`config.mk`:
```
export PLATFORM = sky130hd
export DESIGN_NAME = memd_arbiter_flat
export DESIGN_NICKNAME = d
export VERILOG_FILES = /design/src/rtl/memd_arb_pkg.sv /design/src/rtl/memd_arbiter_if.sv /design/src/rtl/memd_arb_rport.sv /design/src/rtl/memd_arbiter.sv /design/src/flat_wrapper.sv
export SDC_FILE = /design/constraint.sdc
export NUM_CORES = 1
export LEC_CHECK = 0
export ABC_AREA = 0
export CAP_MARGIN = 0
export CORE_AREA = 2 2 99 101
export CTS_CLUSTER_SIZE = 30
export DETAILED_ROUTE_END_ITERATION = 10
export DIE_AREA = 0 0 101 103
export PLACE_DENSITY = 0.84
export SETUP_SLACK_MARGIN = 0.2
export SLEW_MARGIN = 20
export SYNTH_ARGS = -nofsm -noshare
export SYNTH_HDL_FRONTEND = slang
export SYNTH_HIERARCHICAL = 1
export SYNTH_SLANG_ARGS = --single-unit
export TNS_END_PERCENT = 1
```
`constraint.sdc`:
```
create_clock -name clk -period 3.3 [get_ports clk]
set_clock_uncertainty 0.15 [all_clocks]
set_input_delay 0.66 -clock clk [delete_from_list [all_inputs] [get_ports clk]]
set_output_delay 0.66 -clock clk [all_outputs]
set_load 0.005 [all_outputs]
```
`src/rtl/memd_arb_pkg.sv`:
```
// Shared types and defaults for the two-requester data-memory arbiter.
package memd_arb_pkg;
  localparam int AW_DEF        = 5;
  localparam int DW_DEF        = 32;
  localparam int MAX_BURST_DEF = 4;
  localparam int CNT_W         = 4;

  typedef enum logic [1:0] {
    ST_IDLE = 2'd0,
    ST_OWN0 = 2'd1,
    ST_OWN1 = 2'd2
  } arb_state_e;
endpackage

```
`src/rtl/memd_arbiter_if.sv`:
```
// Requester and memory-side signal bundle; the arbiter uses the slave modport.
interface memd_arbiter_if #(
  parameter int AW = 5,
  parameter int DW = 32
);
  logic          r0_req, r1_req;
  logic          r0_we, r1_we;
  logic          r0_lock, r1_lock;
  logic [AW-1:0] r0_addr, r1_addr;
  logic [DW-1:0] r0_wdata, r1_wdata;
  logic          r0_gnt, r1_gnt;
  logic          r0_rvalid, r1_rvalid;
  logic [DW-1:0] r0_rdata, r1_rdata;
  logic          mem_we;
  logic [AW-1:0] mem_addr;
  logic [DW-1:0] mem_dw;
  logic [DW-1:0] mem_rd;

  modport slave (
    input  r0_req, r1_req, r0_we, r1_we, r0_lock, r1_lock,
    input  r0_addr, r1_addr, r0_wdata, r1_wdata, mem_rd,
    output r0_gnt, r1_gnt, r0_rvalid, r1_rvalid, r0_rdata, r1_rdata,
    output mem_we, mem_addr, mem_dw
  );

  modport master (
    output r0_req, r1_req, r0_we, r1_we, r0_lock, r1_lock,
    output r0_addr, r1_addr, r0_wdata, r1_wdata, mem_rd,
    input  r0_gnt, r1_gnt, r0_rvalid, r1_rvalid, r0_rdata, r1_rdata,
    input  mem_we, mem_addr, mem_dw
  );
endinterface

```
`src/rtl/memd_arb_rport.sv`:
```
// Per-requester read return: captures memory read data on a read grant and
// raises rvalid for exactly the following cycle; rdata holds until the next read.
module memd_arb_rport #(
  parameter int DW = 32
) (
  input  logic          clk,
  input  logic          rst_n,
  input  logic          i_cap,
  input  logic [DW-1:0] i_rd,
  output logic          o_rvalid,
  output logic [DW-1:0] o_rdata
);
  logic          r_rvalid;
  logic [DW-1:0] r_rdata;

  always_ff @(posedge clk) begin
    if (!rst_n) begin
      r_rvalid <= 1'b0;
      r_rdata  <= '0;
    end else begin
      r_rvalid <= i_cap;
      if (i_cap) r_rdata <= i_rd;
    end
  end

  assign o_rvalid = r_rvalid;
  assign o_rdata  = r_rdata;
endmodule

```
`src/rtl/memd_arbiter.sv`:
```
// Arbiter between load/store (r0) and debug/loader (r1) in front of the data memory,
// with bounded locked bursts. Define MEMD_ARB_RR_EN for round-robin IDLE tie-breaking.
module memd_arbiter
  import memd_arb_pkg::*;
#(
  parameter int AW        = AW_DEF,
  parameter int DW        = DW_DEF,
  parameter int MAX_BURST = MAX_BURST_DEF
) (
  input  logic           clk,
  input  logic           rst_n,
  memd_arbiter_if.slave  bus
);
  arb_state_e       r_state, w_state_nxt;
  logic [CNT_W-1:0] r_cnt, w_cnt_nxt;
  logic             w_g0, w_g1, w_preempt, w_at_max, w_tie1;
  logic             w_we;
  logic [AW-1:0]    w_addr;
  logic [DW-1:0]    w_dw;

  function automatic logic [CNT_W-1:0] sat_inc(input logic [CNT_W-1:0] v);
    return (v == {CNT_W{1'b1}}) ? v : v + 1'b1;
  endfunction

`ifdef MEMD_ARB_RR_EN
  // r_last = side granted most recently; the other side wins the next IDLE tie.
  logic r_last;
  always_ff @(posedge clk) begin
    if (!rst_n)    r_last <= 1'b1;
    else if (w_g0) r_last <= 1'b0;
    else if (w_g1) r_last <= 1'b1;
  end
  assign w_tie1 = ~r_last;
`else
  assign w_tie1 = 1'b0;
`endif

  assign w_at_max = (r_cnt == CNT_W'(MAX_BURST));

  // Grants; an owner that drops req falls through to IDLE arbitration this cycle.
  always_comb begin
    w_g0      = 1'b0;
    w_g1      = 1'b0;
    w_preempt = 1'b0;
    if (rst_n) begin
      if (r_state == ST_OWN0 && bus.r0_req) begin
        if (bus.r1_req && w_at_max) begin
          w_g1      = 1'b1;
          w_preempt = 1'b1;
        end else begin
          w_g0 = 1'b1;
        end
      end else if (r_state == ST_OWN1 && bus.r1_req) begin
        if (bus.r0_req && w_at_max) begin
          w_g0      = 1'b1;
          w_preempt = 1'b1;
        end else begin
          w_g1 = 1'b1;
        end
      end else if (bus.r0_req && bus.r1_req) begin
        w_g1 = w_tie1;
        w_g0 = ~w_tie1;
      end else begin
        w_g0 = bus.r0_req;
        w_g1 = bus.r1_req;
      end
    end
  end

  always_comb begin
    w_state_nxt = ST_IDLE;
    w_cnt_nxt   = '0;
    if (w_preempt) begin
      w_state_nxt = w_g0 ? ST_OWN0 : ST_OWN1;
      w_cnt_nxt   = CNT_W'(1);
    end else if (w_g0 && bus.r0_lock) begin
      w_state_nxt = ST_OWN0;
      w_cnt_nxt   = (r_state == ST_OWN0) ? sat_inc(r_cnt) : CNT_W'(1);
    end else if (w_g1 && bus.r1_lock) begin
      w_state_nxt = ST_OWN1;
      w_cnt_nxt   = (r_state == ST_OWN1) ? sat_inc(r_cnt) : CNT_W'(1);
    end
  end

  always_ff @(posedge clk) begin
    if (!rst_n) begin
      r_state <= ST_IDLE;
      r_cnt   <= '0;
    end else begin
      r_state <= w_state_nxt;
      r_cnt   <= w_cnt_nxt;
    end
  end

  // Memory-side mux: idles on requester 0's address/data, all zero during reset.
  always_comb begin
    w_we   = 1'b0;
    w_addr = bus.r0_addr;
    w_dw   = bus.r0_wdata;
    if (!rst_n) begin
      w_addr = '0;
      w_dw   = '0;
    end else if (w_g1) begin
      w_we   = bus.r1_we;
      w_addr = bus.r1_addr;
      w_dw   = bus.r1_wdata;
    end else if (w_g0) begin
      w_we   = bus.r0_we;
    end
  end

  assign bus.r0_gnt   = w_g0;
  assign bus.r1_gnt   = w_g1;
  assign bus.mem_we   = w_we;
  assign bus.mem_addr = w_addr;
  assign bus.mem_dw   = w_dw;

  memd_arb_rport #(.DW(DW)) u_rport0 (
    .clk      (clk),
    .rst_n    (rst_n),
    .i_cap    (w_g0 & ~bus.r0_we),
    .i_rd     (bus.mem_rd),
    .o_rvalid (bus.r0_rvalid),
    .o_rdata  (bus.r0_rdata)
  );

  memd_arb_rport #(.DW(DW)) u_rport1 (
    .clk      (clk),
    .rst_n    (rst_n),
    .i_cap    (w_g1 & ~bus.r1_we),
    .i_rd     (bus.mem_rd),
    .o_rvalid (bus.r1_rvalid),
    .o_rdata  (bus.r1_rdata)
  );
endmodule

```
`src/flat_wrapper.sv`:
```
// flat-port wrapper written by rule: the top's interface ports become plain ports
module memd_arbiter_flat import memd_arb_pkg::*;
#(
  parameter int AW        = AW_DEF,
  parameter int DW        = DW_DEF,
  parameter int MAX_BURST = MAX_BURST_DEF
)
  (clk, rst_n, bus_r0_req, bus_r1_req, bus_r0_we, bus_r1_we, bus_r0_lock, bus_r1_lock, bus_r0_addr, bus_r1_addr, bus_r0_wdata, bus_r1_wdata, bus_mem_rd, bus_r0_gnt, bus_r1_gnt, bus_r0_rvalid, bus_r1_rvalid, bus_r0_rdata, bus_r1_rdata, bus_mem_we, bus_mem_addr, bus_mem_dw);
  memd_arbiter_if #(.AW(AW), .DW(DW)) bus_i ();
  input  logic clk;
  input  logic rst_n;
  input wire logic [$bits(bus_i.r0_req)-1:0] bus_r0_req;
  input wire logic [$bits(bus_i.r1_req)-1:0] bus_r1_req;
  input wire logic [$bits(bus_i.r0_we)-1:0] bus_r0_we;
  input wire logic [$bits(bus_i.r1_we)-1:0] bus_r1_we;
  input wire logic [$bits(bus_i.r0_lock)-1:0] bus_r0_lock;
  input wire logic [$bits(bus_i.r1_lock)-1:0] bus_r1_lock;
  input wire logic [$bits(bus_i.r0_addr)-1:0] bus_r0_addr;
  input wire logic [$bits(bus_i.r1_addr)-1:0] bus_r1_addr;
  input wire logic [$bits(bus_i.r0_wdata)-1:0] bus_r0_wdata;
  input wire logic [$bits(bus_i.r1_wdata)-1:0] bus_r1_wdata;
  input wire logic [$bits(bus_i.mem_rd)-1:0] bus_mem_rd;
  output wire logic [$bits(bus_i.r0_gnt)-1:0] bus_r0_gnt;
  output wire logic [$bits(bus_i.r1_gnt)-1:0] bus_r1_gnt;
  output wire logic [$bits(bus_i.r0_rvalid)-1:0] bus_r0_rvalid;
  output wire logic [$bits(bus_i.r1_rvalid)-1:0] bus_r1_rvalid;
  output wire logic [$bits(bus_i.r0_rdata)-1:0] bus_r0_rdata;
  output wire logic [$bits(bus_i.r1_rdata)-1:0] bus_r1_rdata;
  output wire logic [$bits(bus_i.mem_we)-1:0] bus_mem_we;
  output wire logic [$bits(bus_i.mem_addr)-1:0] bus_mem_addr;
  output wire logic [$bits(bus_i.mem_dw)-1:0] bus_mem_dw;
  assign bus_i.r0_req = bus_r0_req;
  assign bus_i.r1_req = bus_r1_req;
  assign bus_i.r0_we = bus_r0_we;
  assign bus_i.r1_we = bus_r1_we;
  assign bus_i.r0_lock = bus_r0_lock;
  assign bus_i.r1_lock = bus_r1_lock;
  assign bus_i.r0_addr = bus_r0_addr;
  assign bus_i.r1_addr = bus_r1_addr;
  assign bus_i.r0_wdata = bus_r0_wdata;
  assign bus_i.r1_wdata = bus_r1_wdata;
  assign bus_i.mem_rd = bus_mem_rd;
  assign bus_r0_gnt = bus_i.r0_gnt;
  assign bus_r1_gnt = bus_i.r1_gnt;
  assign bus_r0_rvalid = bus_i.r0_rvalid;
  assign bus_r1_rvalid = bus_i.r1_rvalid;
  assign bus_r0_rdata = bus_i.r0_rdata;
  assign bus_r1_rdata = bus_i.r1_rdata;
  assign bus_mem_we = bus_i.mem_we;
  assign bus_mem_addr = bus_i.mem_addr;
  assign bus_mem_dw = bus_i.mem_dw;
  memd_arbiter #(.AW(AW), .DW(DW), .MAX_BURST(MAX_BURST)) u_core (.clk(clk), .rst_n(rst_n), .bus(bus_i));
endmodule
```
# After elaboration in Yosys (flattened, before gate mapping)

Cells that the tools add are included.

Register bits: 72
Bits of input ports: 114
Output and inout port bits: 106
Logic and storage cells: 57

Add/sub/neg operators: 1
Eq/ne operators: 4
Mux-type cells: 32
Bitwise logic cells: 5
Reduce and logical (&&, ||, !) cells: 8

Operators by type and width:

| cell                                                                  | number |
|---|---|
| 32-bit two-way mux                                                    | 2 |
| 4-bit two-way mux                                                     | 5 |
| 1-bit two-way mux                                                     | 19 |
| 5-bit two-way mux                                                     | 2 |
| 2-bit two-way mux                                                     | 4 |
| 1-bit logical AND                                                     | 7 |
| 4-bit by 1-bit adder with 4-bit output, second input constant         | 1 |
| 4-bit by 3-bit equality test with 1-bit output, second input constant | 1 |
| 4-bit equality test, second input constant                            | 1 |
| 1-bit inverter                                                        | 3 |
| 1-bit bitwise AND                                                     | 2 |
| 2-bit by 1-bit equality test with 1-bit output, second input constant | 1 |
| 2-bit equality test, second input constant                            | 1 |
| 2-bit OR reduction                                                    | 1 |

# Depth between registers and ports, before layout

Gate-level depths: netlist of run 1.

Depth in word-level cells: 10
Gate-level depth with buffers: 11
Mapped depth without buffers: 8

# By module

Netlist of run 1, hierarchy kept.

Modules (own cells, without submodules):

| module         | times used | cells each | area each (sq um) | sequential area each (sq um) |
|---|---|---|---|---|
| memd_arb_rport | 2          | 105        | 1,270.0           | 660.6 |
| memd_arbiter   | 1          | 177        | 1,161.1           | 120.1 |

# Worst setup path after synthesis of run 1

Ideal clock, no wire load.

Path type: register -> output
Start point: register u_core.r_cnt[0]
End point: output port bus_mem_addr[2]
Arrival time: 1,500 ps
Required time: 2,490 ps
Slack: 990 ps
Stages on the path, launching flop included: 8
Path buffers: 1
Cells stage by stage: dfxtp_1 > inv_1 > ha_1 > nand3b_2 > a21bo_2 > o21bai_4 > buf_6 > mux2i_1

Cells in the longest elaborated chain, start to end: 8
Elaborated cells between the ends (all ways): 10
Classes of those cells: eq/ne (1); mux (7); reduce/logical (2)

RTL lines:

| element                                          | RTL line            | source |
|---|---|---|
| start: declaration                               | memd_arbiter.sv:15  | `logic [CNT_W-1:0] r_cnt, w_cnt_nxt;` |
| start signal: assignment                         | memd_arbiter.sv:91  | `r_cnt <= w_cnt_nxt;` |
| 4-bit by 3-bit equality test with 1-bit output * | memd_arbiter.sv:38  | `assign w_at_max = (r_cnt == CNT_W'(MAX_BURST));` |
| 1-bit logical AND                                | memd_arbiter.sv:54  | `if (bus.r0_req && w_at_max) begin` |
| 1-bit two-way mux                                | memd_arbiter.sv:54  |  |
| 1-bit two-way mux                                | memd_arbiter.sv:53  | `end else if (r_state == ST_OWN1 && bus.r1_req) begin` |
| 1-bit two-way mux *                              | memd_arbiter.sv:46  | `if (r_state == ST_OWN0 && bus.r0_req) begin` |
| 1-bit two-way mux *                              | memd_arbiter.sv:45  | `if (rst_n) begin` |
| 5-bit two-way mux *                              | memd_arbiter.sv:103 | `end else if (w_g1) begin` |
| 5-bit two-way mux *                              | memd_arbiter.sv:100 | `if (!rst_n) begin` |
| end: declaration                                 | flat_wrapper.sv:30  | `output wire logic [$bits(bus_i.mem_addr)-1:0] bus_mem_addr;` |

Every way passes the cells marked *; elsewhere a longest branch is shown, timed or not.

# Worst setup path after layout of run 1

Start point: input port bus_r0_req
End point: output port bus_mem_dw[31]

Cells in the longest elaborated chain, start to end: 7
Elaborated cells between the ends (all ways): 10
Classes of those cells: mux (7); reduce/logical (3)

RTL lines:

| element                              | RTL line                               | source |
|---|---|---|
| start: declaration                   | flat_wrapper.sv:12                     | `input wire logic [$bits(bus_i.r0_req)-1:0] bus_r0_req;` |
| 1-bit logical AND (on tied branches) | memd_arbiter.sv:60, memd_arbiter.sv:54 |  |
| 1-bit two-way mux (on tied branches) | memd_arbiter.sv:60, memd_arbiter.sv:54 |  |
| 1-bit two-way mux                    | memd_arbiter.sv:53                     |  |
| 1-bit two-way mux *                  | memd_arbiter.sv:46                     |  |
| 1-bit two-way mux *                  | memd_arbiter.sv:45                     |  |
| 32-bit two-way mux *                 | memd_arbiter.sv:103                    |  |
| 32-bit two-way mux *                 | memd_arbiter.sv:100                    |  |
| end: declaration                     | flat_wrapper.sv:31                     | `output wire logic [$bits(bus_i.mem_dw)-1:0] bus_mem_dw;` |

Marked as above.

==> summary.md, run 1 <==
| Metric | Value |
|---|---|
| Status | `finished, final reports clean` |
| Relative slew slack | `0.665` |
| Hpwl dp | `8010 microns` |
| Die area | `10400 sq um` |
| Ports | `220` |
| Period utilisation layout | `0.945` |
| Final min period | `3120 ps` |
| Flop-to-flop setup slack | `850 ps` |
| Clk sinks | `72` |
| Clock Path Buffers | `2` |
| Max stage delay on crit path | `480 ps` |
| Post-Synthesis Cells | `387` |
| Vias/cell | `4.69` |
| Worst Min Path Start | `u_core/u_rport1/o_rdata[20]` |
| Worst hold path depth | `2` |
| TritonCTS Buffers | `9` |
| Fraction of registers with async set/reset | `0` |
| RR Endpoint | `u_core/u_rport1/o_rdata[31]` |
| Maxcap violations | `0` |
| Fin cells | `729` |
| All-Layer GR Usage | `0.198` |
| Leak Pwr | `2.68 nW` |
| Final Hold Slack | `367 ps` |
| Fmax achieved | `321 MHz` |
| Primary FF master, synth | `dfxtp_1` |
| Routability Congestion | `0.782` |
| Most instantiated cells after synthesis | `mux2i_1 (103), dfxtp_1 (72), nor2b_1 (67)` |
| Crit-path slowest cell | `clkdlybuf4s50_1` |
| CP most frequent cell | `buf_12` |
| Cell taking the most area after synthesis | `dfxtp_1` |
| Initial antenna violation count | `0` |
| Root cell of the clock tree | `clkbuf_8` |
| Count of distinct cell types in the synthesized netlist | `29` |
| Power per standard cell area | `340 nW/um^2` |
| Crit Path Class | `in2out` |
| Vias | `3419` |
| Min-Delay Path Class | `reg2reg` |
| Synth Register Bits | `72` |
| Top-count cell post-synth | `mux2i_1` |
| # port buffers | `219` |
| Setup violations, final | `0` |
| Mapped cell area | `3700 sq um` |
| Worst Setup End Kind | `output pin` |
| Die X | `101 microns` |
| Synth area leaders | `dfxtp_1 (39%), mux2i_1 (28%), nor2b_1 (11%), inv_1 (4.4%), nand2_1 (4.1%)` |
| Wire per inst | `14.7 microns` |
| First-pass GRT wire length | `16000 microns` |
| RSZ-0062 raised after global routing | `true` |
| Yosys top cell area share | `0.389` |
| Post-route antenna net violation count | `0` |
| Synth warn | `6` |
| Count of final hold-check violations | `0` |
| DRC viols | `0` |
| Clock insertion delay at the later pin of the skew report | `340 ps` |
| # H-tree levels | `3` |
| Slew Limit Fails | `0` |
| Starting Density | `0.391` |
| Post-Syn Nets | `503` |
| Post-synth EDFFs | `0` |
| WL final | `10700 microns` |
| Vias in the first global route | `3383` |
| WP data required | `2490 ps` |
| First-pass DRT Iterations | `4` |
| Worst-Margin Slew | `502 ps` |
| Inserted Diodes | `0` |
| Placed cells | `711` |
| Register area share after synthesis | `0.389` |
| Peak supply drop | `174 uV` |
| Area grow syn2layout | `68.4%` |
| Core Region | `9460 sq um` |
| Critical path's top delay family | `buffers and inverters` |
| CTS tree | `done` |
| Crit path buf inv count | `4` |
| CTS Hold Buffers Added | `0` |
| CP Data Arrival Time | `2310 ps` |
| R2R Path Start | `u_core/r_cnt[0]` |
| Cells on worst reg2reg path | `12` |
| Fraction of layout cells with a size suffix above 1 | `0.0732` |
| Syn Area/Cell | `9.56 sq um` |
| Drt initial violations | `72` |
| Largest net degree at the start of global routing | `69` |
| Cells along the critical path | `clkdlybuf4s50_1 > a21bo_4 > o21bai_4 > buf_12 > buf_12 > mux2i_1 > clkdlybuf4s15_2` |
| Peak fanout along the critical path | `12` |
| Hold EP | `u_core/u_rport1/o_rdata[20]` |
| Worst-path clk slew | `70 ps` |
| Worst setup SP type | `input pin` |
| Total gr overflow | `0` |
| # rows | `36` |
| Die height | `103 microns` |
| # nets final | `726` |
[what timing repair did]
item,CTS,global route
resized for setup,56,6
setup endpoints to repair,39,36
pin swaps,1,0
setup buffers,1,0
gates cloned,1,0
[worst min-delay path, delay by kind of cell (launching register included)]
family           cells  cell delay [ps]
flip-flops           1              330
multiplexers         1               60
AND/OR/NAND/NOR      1               90
[where the power goes]
part / internal (mW) / switching (mW)
sequential: 0.893 / 0.0131
clock: 0.465 / 0.319
combinational: 0.280 / 0.151
[metal layers]
metal / global-route usage / routed length [microns] / vias up
met3: 0.0631 / 911 / 17
met5: 0 / 0 / -
li1: - / - / 1698
met1: 0.204 / 4120 / 1541
met4: 0.0748 / 184 / 0
met2: 0.375 / 5520 / 163
[metrics by stage]
stage	instance area, sq um	setup TNS (ps)	power, mW	worst slack, ps	utilization
final	6230	0	2.12	182	0.659
after detailed placement	5960	-1790	1.37	-90.1	0.630
after global routing	6230	0	2.21	127	0.659
after CTS	6230	0	2.15	189	0.659
after floorplan	3700	0	1.09	990	-
after global placement	5960	-1320	1.36	-58.1	0.630
[worst max path at each step]
| stage | endpoint | cells after the start | start | slack, ps |
|---|---|---|---|---|
| final | bus_mem_dw[31] | 7 | bus_r0_req | 180 |
| after global routing | bus_mem_dw[17] | 9 | u_core/r_cnt[0] | 130 |
| after CTS | bus_mem_dw[16] | 7 | bus_r0_req | 190 |
| after detailed placement | bus_mem_addr[1] | 6 | bus_r0_req | -90 |
| after global placement | bus_mem_dw[31] | 6 | bus_r0_req | -60 |
| after floorplan | bus_mem_addr[2] | 7 | u_core/r_cnt[0] | 990 |
[layout by cell type (no fill, tap or decap), types with 2 or more instances in the layout]
cell             count
a21oi_1              3
and2_1               2
buf_12               4
buf_4                8
bufinv_16            2
clkbuf_8            11
clkdlybuf4s15_1      7
clkdlybuf4s15_2      2
clkdlybuf4s50_1    180
clkinv_2             2
dfxtp_1             71
dlygate4sd2_1       28
inv_1               42
mux2i_1            102
nand2_1             40
nand2b_1             3
nand3_1              5
nor2_1               5
nor2b_1             66
o21ai_0              3
o32a_1               2
[area by class of cell]
| cell class | count | area, sq um |
|---|---|---|
| fill | 756 | 3230 |
| timing repair buffer | 234 | 2340 |
| multi-input combinational | 250 | 1910 |
| sequential | 72 | 1440 |
| inverter | 43 | 161 |
| clock buffer | 11 | 151 |
| tap | 114 | 143 |
| clock inverter | 5 | 78.8 |
[flip-flops by register name, summed over array words and instances (netlist names)]
register,cells
u_core/r_cnt,4
u_core/u_rport0/o_rdata,32
u_core/u_rport0/o_rvalid,1
u_core/r_state,2
u_core/u_rport1/o_rvalid,1
u_core/u_rport1/o_rdata,32
[kinds of logic (layout without fill, tap and decap cells)]
kind of cell,count (synthesis),count (layout),synth area share
AND/OR/NAND/NOR,128,128,0.185
multiplexers,103,103,0.279
flip-flops,72,72,0.389
buffers and inverters,65,293,0.104
AO/OA/AOI/OAI,16,16,0.0338
adder cells (fa/ha/maj),2,2,0.00676
XOR/XNOR,1,1,0.00237
No activity file was read; power rests on OpenSTA's default activity.
==> run 2: changes to the inputs <==
--- a/config.mk
+++ b/config.mk
@@ -12,6 +12,7 @@
 export DETAILED_ROUTE_END_ITERATION = 10
 export DIE_AREA = 0 0 101 103
 export PLACE_DENSITY = 0.84
+export REMOVE_ABC_BUFFERS = 1
 export SETUP_SLACK_MARGIN = 0.2
 export SLEW_MARGIN = 20
 export SYNTH_ARGS = -nofsm -noshare
==> summary.md, run 2 (synthesized netlist as in run 1, its figures left out) <==
| Metric | Value |
|---|---|
| Root cell of the clock tree | `clkbuf_8` |
| Min-Delay Path Class | `reg2reg` |
| Die area | `10400 sq um (unchanged)` |
| Fmax achieved | `312 MHz (-2.6%)` |
| Worst hold path depth | `2 (unchanged)` |
| Inserted Diodes | `0 (unchanged)` |
| Leak Pwr | `2.70 nW (+0.68%)` |
| Vias/cell | `4.67 (-0.39%)` |
| Total gr overflow | `0 (unchanged)` |
| Core Region | `9460 sq um (unchanged)` |
| # nets final | `728 (+0.28%)` |
| Critical path's top delay family | `buffers and inverters` |
| Worst-path clk slew | `60 ps (about the same)` |
| Die X | `101 microns (unchanged)` |
| Max stage delay on crit path | `470 ps (about the same)` |
| Routability Congestion | `0.875 (+12%)` |
| Crit Path Class | `in2out` |
| Die height | `103 microns (unchanged)` |
| Clk sinks | `72 (unchanged)` |
| WP data required | `2490 ps (about the same)` |
| Count of final hold-check violations | `0 (unchanged)` |
| Crit-path slowest cell | `clkdlybuf4s50_1` |
| Clock Path Buffers | `2 (unchanged)` |
| Post-route antenna net violation count | `0 (unchanged)` |
| DRC viols | `0 (unchanged)` |
| # rows | `36 (unchanged)` |
| Initial antenna violation count | `0 (unchanged)` |
| First-pass GRT wire length | `16000 microns (+0.13%)` |
| TritonCTS Buffers | `9 (unchanged)` |
| Most frequent cells in the layout | `clkdlybuf4s50_1 (179), mux2i_1 (102), dfxtp_1 (72)` |
| CP Data Arrival Time | `2390 ps (+80 ps)` |
| Final Hold Slack | `370 ps (+3.01 ps)` |
| Status | `finished, final reports clean` |
| WL final | `10700 microns (-0.28%)` |
| Largest net degree at the start of global routing | `56 (-19%)` |
| TNS Setup | `0 ps (unchanged)` |
| First-pass DRT Iterations | `6 (+2)` |
| Maxcap violations | `0 (unchanged)` |
| RSZ-0062 raised after global routing | `true` |
| Ports | `220 (unchanged)` |
| Period utilisation layout | `0.970 (+0.0251)` |
| Setup violations, final | `0 (unchanged)` |
| Slew Limit Fails | `0 (unchanged)` |
| Peak supply drop | `228 uV (+31%)` |
| Vias in the first global route | `3569 (+5.5%)` |
| Crit path buf inv count | `4 (unchanged)` |
| Design Area, Final | `6220 sq um (-0.16%)` |
| Drt initial violations | `64 (-11%)` |
| Final min period | `3200 ps (+82.9 ps)` |
| Area grow syn2layout | `68.1%` |
| Clock insertion delay at the later pin of the skew report | `330 ps (about the same)` |
| Peak fanout along the critical path | `9 (-3)` |
| Cells on worst reg2reg path | `13 (+1)` |
| Cells along the critical path | `clkdlybuf4s50_1 > a21bo_2 > o21bai_4 > buf_6 > clkbuf_16 > mux2i_1 > dlygate4sd2_1` |
| Starting Density | `0.391 (unchanged)` |
| Most common cell after layout, fill and taps aside | `clkdlybuf4s50_1` |
| Worst-Margin Slew | `474 ps (-28.1 ps)` |
| # H-tree levels | `3 (unchanged)` |
| Power per standard cell area | `332 nW/um^2 (-2.6%)` |
| CTS Hold Buffers Added | `0 (unchanged)` |
| Area post-placement | `5950 sq um (about the same)` |
| CTS tree | `done` |
| All-Layer GR Usage | `0.194 (-0.00371)` |
| Worst setup SP type | `input pin` |
| Vias | `3415 (-0.12%)` |
| Hpwl dp | `8000 microns (about the same)` |
| Fraction of layout cells with a size suffix above 1 | `0.0713 (-0.00186)` |
| Wire per inst | `14.6 microns (-0.55%)` |
| # port buffers | `219 (unchanged)` |
| Worst Setup End Kind | `output pin` |
| Relative slew slack | `0.684 (+0.0187)` |
| Crit path depth | `7 (unchanged)` |
run 2: changes by cell type in the layout (fill, tap and decap cells not counted), moves of 2 or more:
| cell | change |
|---|---|
| clkbuf_16 | +2 |
| clkdlybuf4s15_1 | -3 |
| buf_4 | +2 |
| clkdlybuf4s15_2 | -2 |
| dlygate4sd2_1 | +5 |
| inv_6 | +2 |
run 2: path summary, 6_finish.rpt:
check / slack, ps / from / to
max reg2reg: 730 / u_core/r_cnt[0] / u_core/u_rport1/o_rdata[0]
min reg2reg: 370 / u_core/u_rport1/o_rdata[29] / u_core/u_rport1/o_rdata[29]
min: 370 / u_core/u_rport1/o_rdata[29] / u_core/u_rport1/o_rdata[29]
max: 100 / bus_r0_req / bus_mem_dw[6]
run 2: layout make-up:
cell class / instances / area, sq um
Clock inverter: 5 / 61.3
Timing Repair Buffer: 236 / 2350
Sequential cell: 72 / 1440
Tap cell: 114 / 143
Clock buffer: 11 / 151
Multi-Input combinational cell: 250 / 1910
Inverter: 43 / 161
Fill cell: 765 / 3240
run 2: through the flow:
step / power, mW / cells / utilization / worst slack (ps)
2_1_floorplan: 1.06 / 365 / - / -746
3_3_place_gp: 1.36 / 709 / 0.629 / -34.4
3_5_place_dp: 1.37 / 709 / 0.629 / -48.5
4_1_cts: 2.07 / 725 / 0.647 / 132
5_1_grt: 2.17 / 731 / 0.658 / 34.3
6_report: 2.06 / 731 / 0.658 / 99.1
run 2: power by group:
part | total (mW) | internal, mW | leakage, nW | switching (mW)
clock | 0.728 | 0.396 | 0.110 | 0.331
sequential | 0.906 | 0.893 | 0.584 | 0.0135
combinational | 0.429 | 0.280 | 2.01 | 0.149
total | 2.06 | 1.57 | 2.70 | 0.494
run 2: metal layers:
layer	up-vias	GRT usage	routed length (microns)
li1	1705	-	-
met1	1532	0.195	3940
met2	160	0.369	5680
met3	18	0.0692	853
met4	0	0.0738	229
met5	-	0	0
run 2: tightest hold or removal path: cells and delay by family, from the launching register on:
family           cells  cell delay, ps
flip-flops           1             330
AND/OR/NAND/NOR      1              90
multiplexers         1              70
run 2: timing repair:
item,CTS,global route
cloned,0,2
gates resized for setup,39,15
endpoints found under the setup margin,39,39
pin swaps,0,1
setup buffers,0,4
